**src/rtl/reu_xfer_seq_if.sv**
```systemverilog
// Register-block and bus/SRAM pad signals of the REU DMA sequencer; master = sequencer side.
// The surrounding register block, C64 bus and SRAM pads attach through the slave modport.
interface reu_xfer_seq_if;
    logic       Execute;
    logic [1:0] XferType;
    logic       Length1;
    logic       BA;
    logic [7:0] C64DI;
    logic [7:0] RAMDI;
    logic       nDMA;
    logic       C64RnW;
    logic       C64DOE;
    logic       RAMnWE;
    logic [7:0] DO;
    logic       NextCA;
    logic       NextREUA;
    logic       XferEnd;
    logic       VerifyErr;
    logic       Busy;

    modport master (
        input  Execute, XferType, Length1, BA, C64DI, RAMDI,
        output nDMA, C64RnW, C64DOE, RAMnWE, DO, NextCA, NextREUA, XferEnd, VerifyErr, Busy
    );

    modport slave (
        output Execute, XferType, Length1, BA, C64DI, RAMDI,
        input  nDMA, C64RnW, C64DOE, RAMnWE, DO, NextCA, NextREUA, XferEnd, VerifyErr, Busy
    );
endinterface

```
**src/rtl/reu_xfer_seq.sv**
```systemverilog
// REU DMA transfer sequencer (stash/fetch/verify, swap when REU_SWAP_EN is defined), flops on falling PHI2.
// Outputs registered: a byte step sampled at one edge shows its strobes/pulses the following cycle; BA low stalls.
module reu_xfer_seq #(
    parameter int DMA_SETUP = 1
) (
    input  logic              PHI2,
    input  logic              nReset,
    reu_xfer_seq_if.master    bus
);

    typedef enum logic [2:0] {
        ST_IDLE,
        ST_SETUP,
        ST_XFER,
        ST_SWAPWR,
        ST_DONE
    } state_t;

    localparam logic [1:0] XT_STASH  = 2'b00;
    localparam logic [1:0] XT_FETCH  = 2'b01;
    localparam logic [1:0] XT_SWAP   = 2'b10;
    localparam logic [1:0] XT_VERIFY = 2'b11;
    localparam logic [2:0] SETUP_INIT = 3'(DMA_SETUP - 1);

    state_t     state_q, state_d;
    logic [2:0] cnt_q, cnt_d;
    logic       err_q, err_d;
    logic       ndma_q, ndma_d;
    logic       rnw_q, rnw_d;
    logic       doe_q, doe_d;
    logic       nwe_q, nwe_d;
    logic [7:0] do_q, do_d;
    logic       next_q, next_d;
    logic       end_q, end_d;
    logic       verr_q, verr_d;
    logic       busy_q, busy_d;
`ifdef REU_SWAP_EN
    logic [7:0] hold_q, hold_d;
`endif

    logic mismatch;
    assign mismatch = (bus.C64DI != bus.RAMDI);

    always_comb begin
        state_d = state_q;
        cnt_d   = cnt_q;
        err_d   = err_q;
        ndma_d  = ndma_q;
        do_d    = do_q;
        rnw_d   = 1'b1;
        doe_d   = 1'b0;
        nwe_d   = 1'b1;
        next_d  = 1'b0;
        end_d   = 1'b0;
        verr_d  = 1'b0;
`ifdef REU_SWAP_EN
        hold_d  = hold_q;
`endif
        case (state_q)
            ST_IDLE: begin
                if (bus.Execute) begin
                    state_d = ST_SETUP;
                    ndma_d  = 1'b0;
                    cnt_d   = SETUP_INIT;
                    err_d   = 1'b0;
                end
            end
            ST_SETUP: begin
                if (bus.BA) begin
                    if (cnt_q == 3'd0) begin
`ifdef REU_SWAP_EN
                        state_d = ST_XFER;
`else
                        // Swap is not built: a swap request completes with no byte steps.
                        state_d = (bus.XferType == XT_SWAP) ? ST_DONE : ST_XFER;
`endif
                    end else begin
                        cnt_d = cnt_q - 3'd1;
                    end
                end
            end
            ST_XFER: begin
                if (bus.BA) begin
                    case (bus.XferType)
                        XT_STASH: begin
                            nwe_d   = 1'b0;
                            do_d    = bus.C64DI;
                            next_d  = 1'b1;
                            if (bus.Length1) state_d = ST_DONE;
                        end
                        XT_FETCH: begin
                            rnw_d   = 1'b0;
                            doe_d   = 1'b1;
                            do_d    = bus.RAMDI;
                            next_d  = 1'b1;
                            if (bus.Length1) state_d = ST_DONE;
                        end
                        XT_VERIFY: begin
                            next_d  = 1'b1;
                            err_d   = mismatch;
                            if (bus.Length1 || mismatch) state_d = ST_DONE;
                        end
                        XT_SWAP: begin
`ifdef REU_SWAP_EN
                            // SRAM was read this edge, so its write of the C64 byte can go out now.
                            nwe_d   = 1'b0;
                            do_d    = bus.C64DI;
                            hold_d  = bus.RAMDI;
                            state_d = ST_SWAPWR;
`else
                            state_d = ST_DONE;
`endif
                        end
                    endcase
                end
            end
`ifdef REU_SWAP_EN
            ST_SWAPWR: begin
                if (bus.BA) begin
                    rnw_d   = 1'b0;
                    doe_d   = 1'b1;
                    do_d    = hold_q;
                    next_d  = 1'b1;
                    state_d = bus.Length1 ? ST_DONE : ST_XFER;
                end
            end
`endif
            ST_DONE: begin
                ndma_d  = 1'b1;
                verr_d  = err_q;
                end_d   = ~err_q;
                err_d   = 1'b0;
                state_d = ST_IDLE;
            end
            default: begin
                state_d = ST_IDLE;
                ndma_d  = 1'b1;
            end
        endcase
        busy_d = (state_d != ST_IDLE);
    end

    always_ff @(negedge PHI2) begin
        if (!nReset) begin
            state_q <= ST_IDLE;
            cnt_q   <= 3'd0;
            err_q   <= 1'b0;
            ndma_q  <= 1'b1;
            rnw_q   <= 1'b1;
            doe_q   <= 1'b0;
            nwe_q   <= 1'b1;
            do_q    <= 8'h00;
            next_q  <= 1'b0;
            end_q   <= 1'b0;
            verr_q  <= 1'b0;
            busy_q  <= 1'b0;
`ifdef REU_SWAP_EN
            hold_q  <= 8'h00;
`endif
        end else begin
            state_q <= state_d;
            cnt_q   <= cnt_d;
            err_q   <= err_d;
            ndma_q  <= ndma_d;
            rnw_q   <= rnw_d;
            doe_q   <= doe_d;
            nwe_q   <= nwe_d;
            do_q    <= do_d;
            next_q  <= next_d;
            end_q   <= end_d;
            verr_q  <= verr_d;
            busy_q  <= busy_d;
`ifdef REU_SWAP_EN
            hold_q  <= hold_d;
`endif
        end
    end

    assign bus.nDMA      = ndma_q;
    assign bus.C64RnW    = rnw_q;
    assign bus.C64DOE    = doe_q;
    assign bus.RAMnWE    = nwe_q;
    assign bus.DO        = do_q;
    assign bus.NextCA    = next_q;
    assign bus.NextREUA  = next_q;
    assign bus.XferEnd   = end_q;
    assign bus.VerifyErr = verr_q;
    assign bus.Busy      = busy_q;

endmodule
```
**src/flat_wrapper.sv**
```systemverilog
// flat-port wrapper written by rule: the top's interface ports become plain ports
module reu_xfer_seq_flat 
#(
    parameter int DMA_SETUP = 1
)
  (PHI2, nReset, bus_Execute, bus_XferType, bus_Length1, bus_BA, bus_C64DI, bus_RAMDI, bus_nDMA, bus_C64RnW, bus_C64DOE, bus_RAMnWE, bus_DO, bus_NextCA, bus_NextREUA, bus_XferEnd, bus_VerifyErr, bus_Busy);
  reu_xfer_seq_if bus_i ();
  input  logic PHI2;
  input  logic nReset;
  input wire logic [$bits(bus_i.Execute)-1:0] bus_Execute;
  input wire logic [$bits(bus_i.XferType)-1:0] bus_XferType;
  input wire logic [$bits(bus_i.Length1)-1:0] bus_Length1;
  input wire logic [$bits(bus_i.BA)-1:0] bus_BA;
  input wire logic [$bits(bus_i.C64DI)-1:0] bus_C64DI;
  input wire logic [$bits(bus_i.RAMDI)-1:0] bus_RAMDI;
  output wire logic [$bits(bus_i.nDMA)-1:0] bus_nDMA;
  output wire logic [$bits(bus_i.C64RnW)-1:0] bus_C64RnW;
  output wire logic [$bits(bus_i.C64DOE)-1:0] bus_C64DOE;
  output wire logic [$bits(bus_i.RAMnWE)-1:0] bus_RAMnWE;
  output wire logic [$bits(bus_i.DO)-1:0] bus_DO;
  output wire logic [$bits(bus_i.NextCA)-1:0] bus_NextCA;
  output wire logic [$bits(bus_i.NextREUA)-1:0] bus_NextREUA;
  output wire logic [$bits(bus_i.XferEnd)-1:0] bus_XferEnd;
  output wire logic [$bits(bus_i.VerifyErr)-1:0] bus_VerifyErr;
  output wire logic [$bits(bus_i.Busy)-1:0] bus_Busy;
  assign bus_i.Execute = bus_Execute;
  assign bus_i.XferType = bus_XferType;
  assign bus_i.Length1 = bus_Length1;
  assign bus_i.BA = bus_BA;
  assign bus_i.C64DI = bus_C64DI;
  assign bus_i.RAMDI = bus_RAMDI;
  assign bus_nDMA = bus_i.nDMA;
  assign bus_C64RnW = bus_i.C64RnW;
  assign bus_C64DOE = bus_i.C64DOE;
  assign bus_RAMnWE = bus_i.RAMnWE;
  assign bus_DO = bus_i.DO;
  assign bus_NextCA = bus_i.NextCA;
  assign bus_NextREUA = bus_i.NextREUA;
  assign bus_XferEnd = bus_i.XferEnd;
  assign bus_VerifyErr = bus_i.VerifyErr;
  assign bus_Busy = bus_i.Busy;
  reu_xfer_seq #(.DMA_SETUP(DMA_SETUP)) u_core (.PHI2(PHI2), .nReset(nReset), .bus(bus_i));
endmodule
```
**config.mk**
```make
export PLATFORM = sky130hd
export DESIGN_NAME = reu_xfer_seq_flat
export DESIGN_NICKNAME = d
export VERILOG_FILES = /design/src/rtl/reu_xfer_seq_if.sv /design/src/rtl/reu_xfer_seq.sv /design/src/flat_wrapper.sv
export SDC_FILE = /design/constraint.sdc
export NUM_CORES = 1
export LEC_CHECK = 0
export ABC_AREA = 1
export CORE_UTILIZATION = 40
export CTS_CLUSTER_DIAMETER = 150
export DETAILED_ROUTE_END_ITERATION = 7
export PLACE_DENSITY = 0.78
export SYNTH_ARGS = -nofsm -noshare
export SYNTH_HDL_FRONTEND = slang
export SYNTH_SLANG_ARGS = --single-unit
```
**constraint.sdc**
```tcl
create_clock -name PHI2 -period 1.4 [get_ports PHI2]
set_input_delay 0.14 -clock PHI2 [delete_from_list [all_inputs] [get_ports PHI2]]
set_output_delay 0.14 -clock PHI2 [all_outputs]
set_load 0.03 [all_outputs]
```
# Word level (Yosys, flattened, before mapping)
# Index checks and enable logic that the tools add are counted.
# op_classes
add_sub_neg	1
eq_ne	12
muxes	23
n_bitwise	2
reduce_logical	17
# op_table
op	n
3-bit two-way mux	10
3-bit case mux with 3 select lines	2
8-bit case mux with 2 select lines	1
2-bit != test, second input constant	4
8-bit != test	1
4-bit AND reduction	2
1-bit two-way mux	7
3-bit zero test	2
3-bit case mux with 2 select lines	1
3-bit AND reduction	2
3-bit nonzero test	2
2-bit equality test, second input constant	2
2-bit AND reduction	2
2-bit nonzero test	2
2-bit OR reduction	2
3-bit by 1-bit equality test with 1-bit output, second input constant	1
3-bit by 2-bit equality test with 1-bit output, second input constant	1
3-bit equality test, second input constant	1
1-bit case mux with 3 select lines	1
3-bit OR reduction	1
3-bit by 1-bit subtractor with 3-bit output, second input constant	1
2-bit by 1-bit equality test with 1-bit output, second input constant	1
2-bit zero test	1
2-bit by 1-bit != test with 1-bit output, second input constant	1
other kinds (3)	4
# totals
regBits	23
inputBits	23
output_inout_bits	17
wordCells	67

# Depth between registers and ports, before layout
# logic_depth
depth_word	7
depth_mapped	12
ltp_nobuf	12

==> qor.txt <==
critical path endpoint category - primary output
final hold vios - 0
Clk pwr share - 0.317
post-synthesis register bit count - 23
Chip Width - 56.9 um
crit-path cells - buf_6
final setup violation count - 19
Worst Skew - 0.0210 ns
Mapped Nets - 194
routed via count - 1,493
Gate power share - 0.298
placed cell areas - 0.00177 mm2
Worst Hold Margin - 0.451 ns
Routed Wire Length - 3.65 mm
Yosys cell types - 28
critical path launch point - u_core.bus.DO[1]$_SDFFE_NN0P_
Arrival @ worst endpoint - 1.58 ns
nets@finish - 291
Sink Count - 23
CTS Buf Count - 3
Syn Area/Cell - 7.13 um2
Die Span Y - 56.9 um
Yosys warnings - 0
Sequential Power Share - 0.385
Mapped Area - 0.00120 mm2
Max FO, Critical Path - 2
first-pass GRT wire length - 5.82 mm
largest net degree at the start of global routing - 13
RSZ-0062 raised after global routing - yes
Int Pwr - 1.14 mW
Leak - 1.14 nW
status - complete, but fails checks
pwr dens - 848 mW/mm2
initial antenna violation count - 0
worst path required time - 1.26 ns
Hold Path Origin - u_core.err_q$_SDFFE_NN0P_
hold_buf cts - 0
PnR worst setup slack - -0.317 ns
post-DR wirelength/cell - 12.3 um
GRT Total Usage - 0.231
Largest stage delay, worst path - 0.34 ns
utilization after layout - 0.773
Area growth, synth to finish - 80.1%
number of global-route vias before repair - 1,495
reg2reg start - u_core.cnt_q[0]$_SDFFE_NN0P_
GPL Wtd Cong - 0.891
hpwl dp - 2.39 mm
Starting Density - 0.430
htree depth - 1
maximum vdd ir drop - 427 uV
failing checks - DRC, setup timing
Rel. slew slack - 0.820
Tightest Pin Transition - 0.269 ns
CP top delay family - flip-flops
Buf/Inv on CP - 1
ANT nets after route - 0
Root Driver - clkbuf_4
Largest register FFs - 8
placed cells - 257
Clock Pin Slew Worst Setup and Hold Paths - 0.06 ns
I/O pins - 40
vias per inst - 5.04
die area - 0.00324 mm2
remaining global-route overflow - 0
Setup CP Type - register to primary output
post-route cell area - 0.00217 mm2
# rows - 19
Min-Delay Path Class - register to register
final max-slew violation count - 0
number of DRC markers in iteration 0 - 51
register area share after synthesis - 0.382
MaxCap Viol Count - 0
clk buf depth - 2
Port Buf Inserts - 39
worst skew pair latency - 0.40 ns
layout cells sized above 1 - 0.517
Cells after Synth - 169
Sw Pwr - 700 uW
Post-Layout Cell Count - 296
switching share of total power - 0.380
Remaining DRCs - 2
n_diodes - 0
Core Box Area - 0.00281 mm2
CP max-delay cell - dfxtp_2
startpoint types - register
setup TNS - -5.00 ns
CTS tree - yes
Pre-Repair DR Iteration Count - 6
-- layout make-up --
cell class / instances / area (um2)
timing repair buffer: 74 / 657
inverter: 27 / 116
multi-input combinational: 114 / 759
clock buffer: 3 / 22.5
sequential: 23 / 485
tap: 31 / 38.8
fill: 195 / 636
clock inverter: 24 / 90.1
-- power by group through the flow --
stage                     clock, mW  combinational, mW  sequential (mW)
final                         0.582              0.548            0.708
after global routing          0.683              0.595            0.709
after CTS                     0.606              0.484            0.705
after detailed placement      0.105              0.453            0.713
after global placement        0.105              0.443            0.711
after floorplan               0.105              0.215            0.737
-- routing by layer --
metal	up-vias	share of wire	track usage
li1	735	-	-
met1	697	0.40	0.222
met5	-	0	0
met4	0	0.021	0.129
met2	52	0.53	0.424
met3	9	0.050	0.0760
-- per-stage QoR --
| step | setup slack, ns | power (mW) |
|---|---|---|
| finish | -0.317 | 1.84 |
| global route | -0.352 | 1.99 |
| CTS | -0.328 | 1.79 |
| detailed placement | -0.875 | 1.27 |
| global placement | -0.865 | 1.26 |
| floorplan | -0.218 | 1.06 |
-- worst min-delay path, stage by stage (launching register included) --
cell and delay, ns:
dfxtp_1 0.33, inv_1 0.06, nor2_1 0.04
-- synth_stat cells, drive strengths merged --
library cell | number | area (um2)
buf | 3 | 27.5
nor3b | 1 | 7.51
or2 | 1 | 6.26
o21ai | 12 | 63.8
o21bai | 1 | 7.51
a21oi | 5 | 25.0
ha | 2 | 25.0
inv | 28 | 105
o211ai | 1 | 7.51
nand2 | 38 | 143
nand4 | 1 | 6.26
nor3 | 4 | 25.0
clkbuf | 1 | 3.75
nor2 | 17 | 97.6
nand3 | 17 | 85.1
a31oi | 8 | 56.3
a31o | 1 | 8.76
dfxtp | 23 | 460
xnor2 | 5 | 43.8
-- logic make-up after synthesis --
kind of cell / share of synthesized area
buffers and inverters: 0.113
AOI/OAI and AO/OA: 0.140
adders and majority gates: 0.0208
and+or+nand+nor: 0.307
xor gates and xnor gates: 0.0363
DFF: 0.382
-- cells in the final DEF, fill, tap and decap left out, types with 2 or more instances in the layout --
| master | instances |
|---|---|
| inv_1 | 42 |
| nand2_1 | 33 |
| buf_4 | 30 |
| buf_6 | 28 |
| dfxtp_2 | 17 |
| nand3_1 | 13 |
| buf_2 | 10 |
| nor2_1 | 8 |
| inv_2 | 7 |
| a31oi_1 | 7 |
| xnor2_2 | 5 |
| nand2_2 | 5 |
| dfxtp_1 | 5 |
| nor2_2 | 4 |
| nor2_4 | 4 |
| o21ai_0 | 4 |
| o21ai_1 | 4 |
| o21ai_2 | 4 |
| a21oi_2 | 3 |
| clkbuf_4 | 3 |
| dlygate4sd2_1 | 3 |
| nand3_2 | 2 |
| nor3_1 | 2 |
| nand3_4 | 2 |
| a21oi_1 | 2 |
| nor3_2 | 2 |
| ha_1 | 2 |
-- final timing paths --
| kind | endpoint | slack (ns) | cells after the start |
|---|---|---|---|
| max | bus_DO[1] | -0.32 | 1 |
| min | u_core.bus.VerifyErr$_SDFF_NN0_ | 0.45 | 2 |
| max reg2reg | u_core.bus.Busy$_SDFF_NN0_ | 0 | 10 |
| min reg2reg | u_core.bus.VerifyErr$_SDFF_NN0_ | 0.45 | 2 |
-- timing repair --
item	4_1_cts	5_1_grt
setup buffers	11	4
resized for setup	135	33
endpoints found under the setup margin	38	32
hold endpoints to repair	0	0
pin swaps	22	8
No activity file was read; power rests on OpenSTA's default activity.
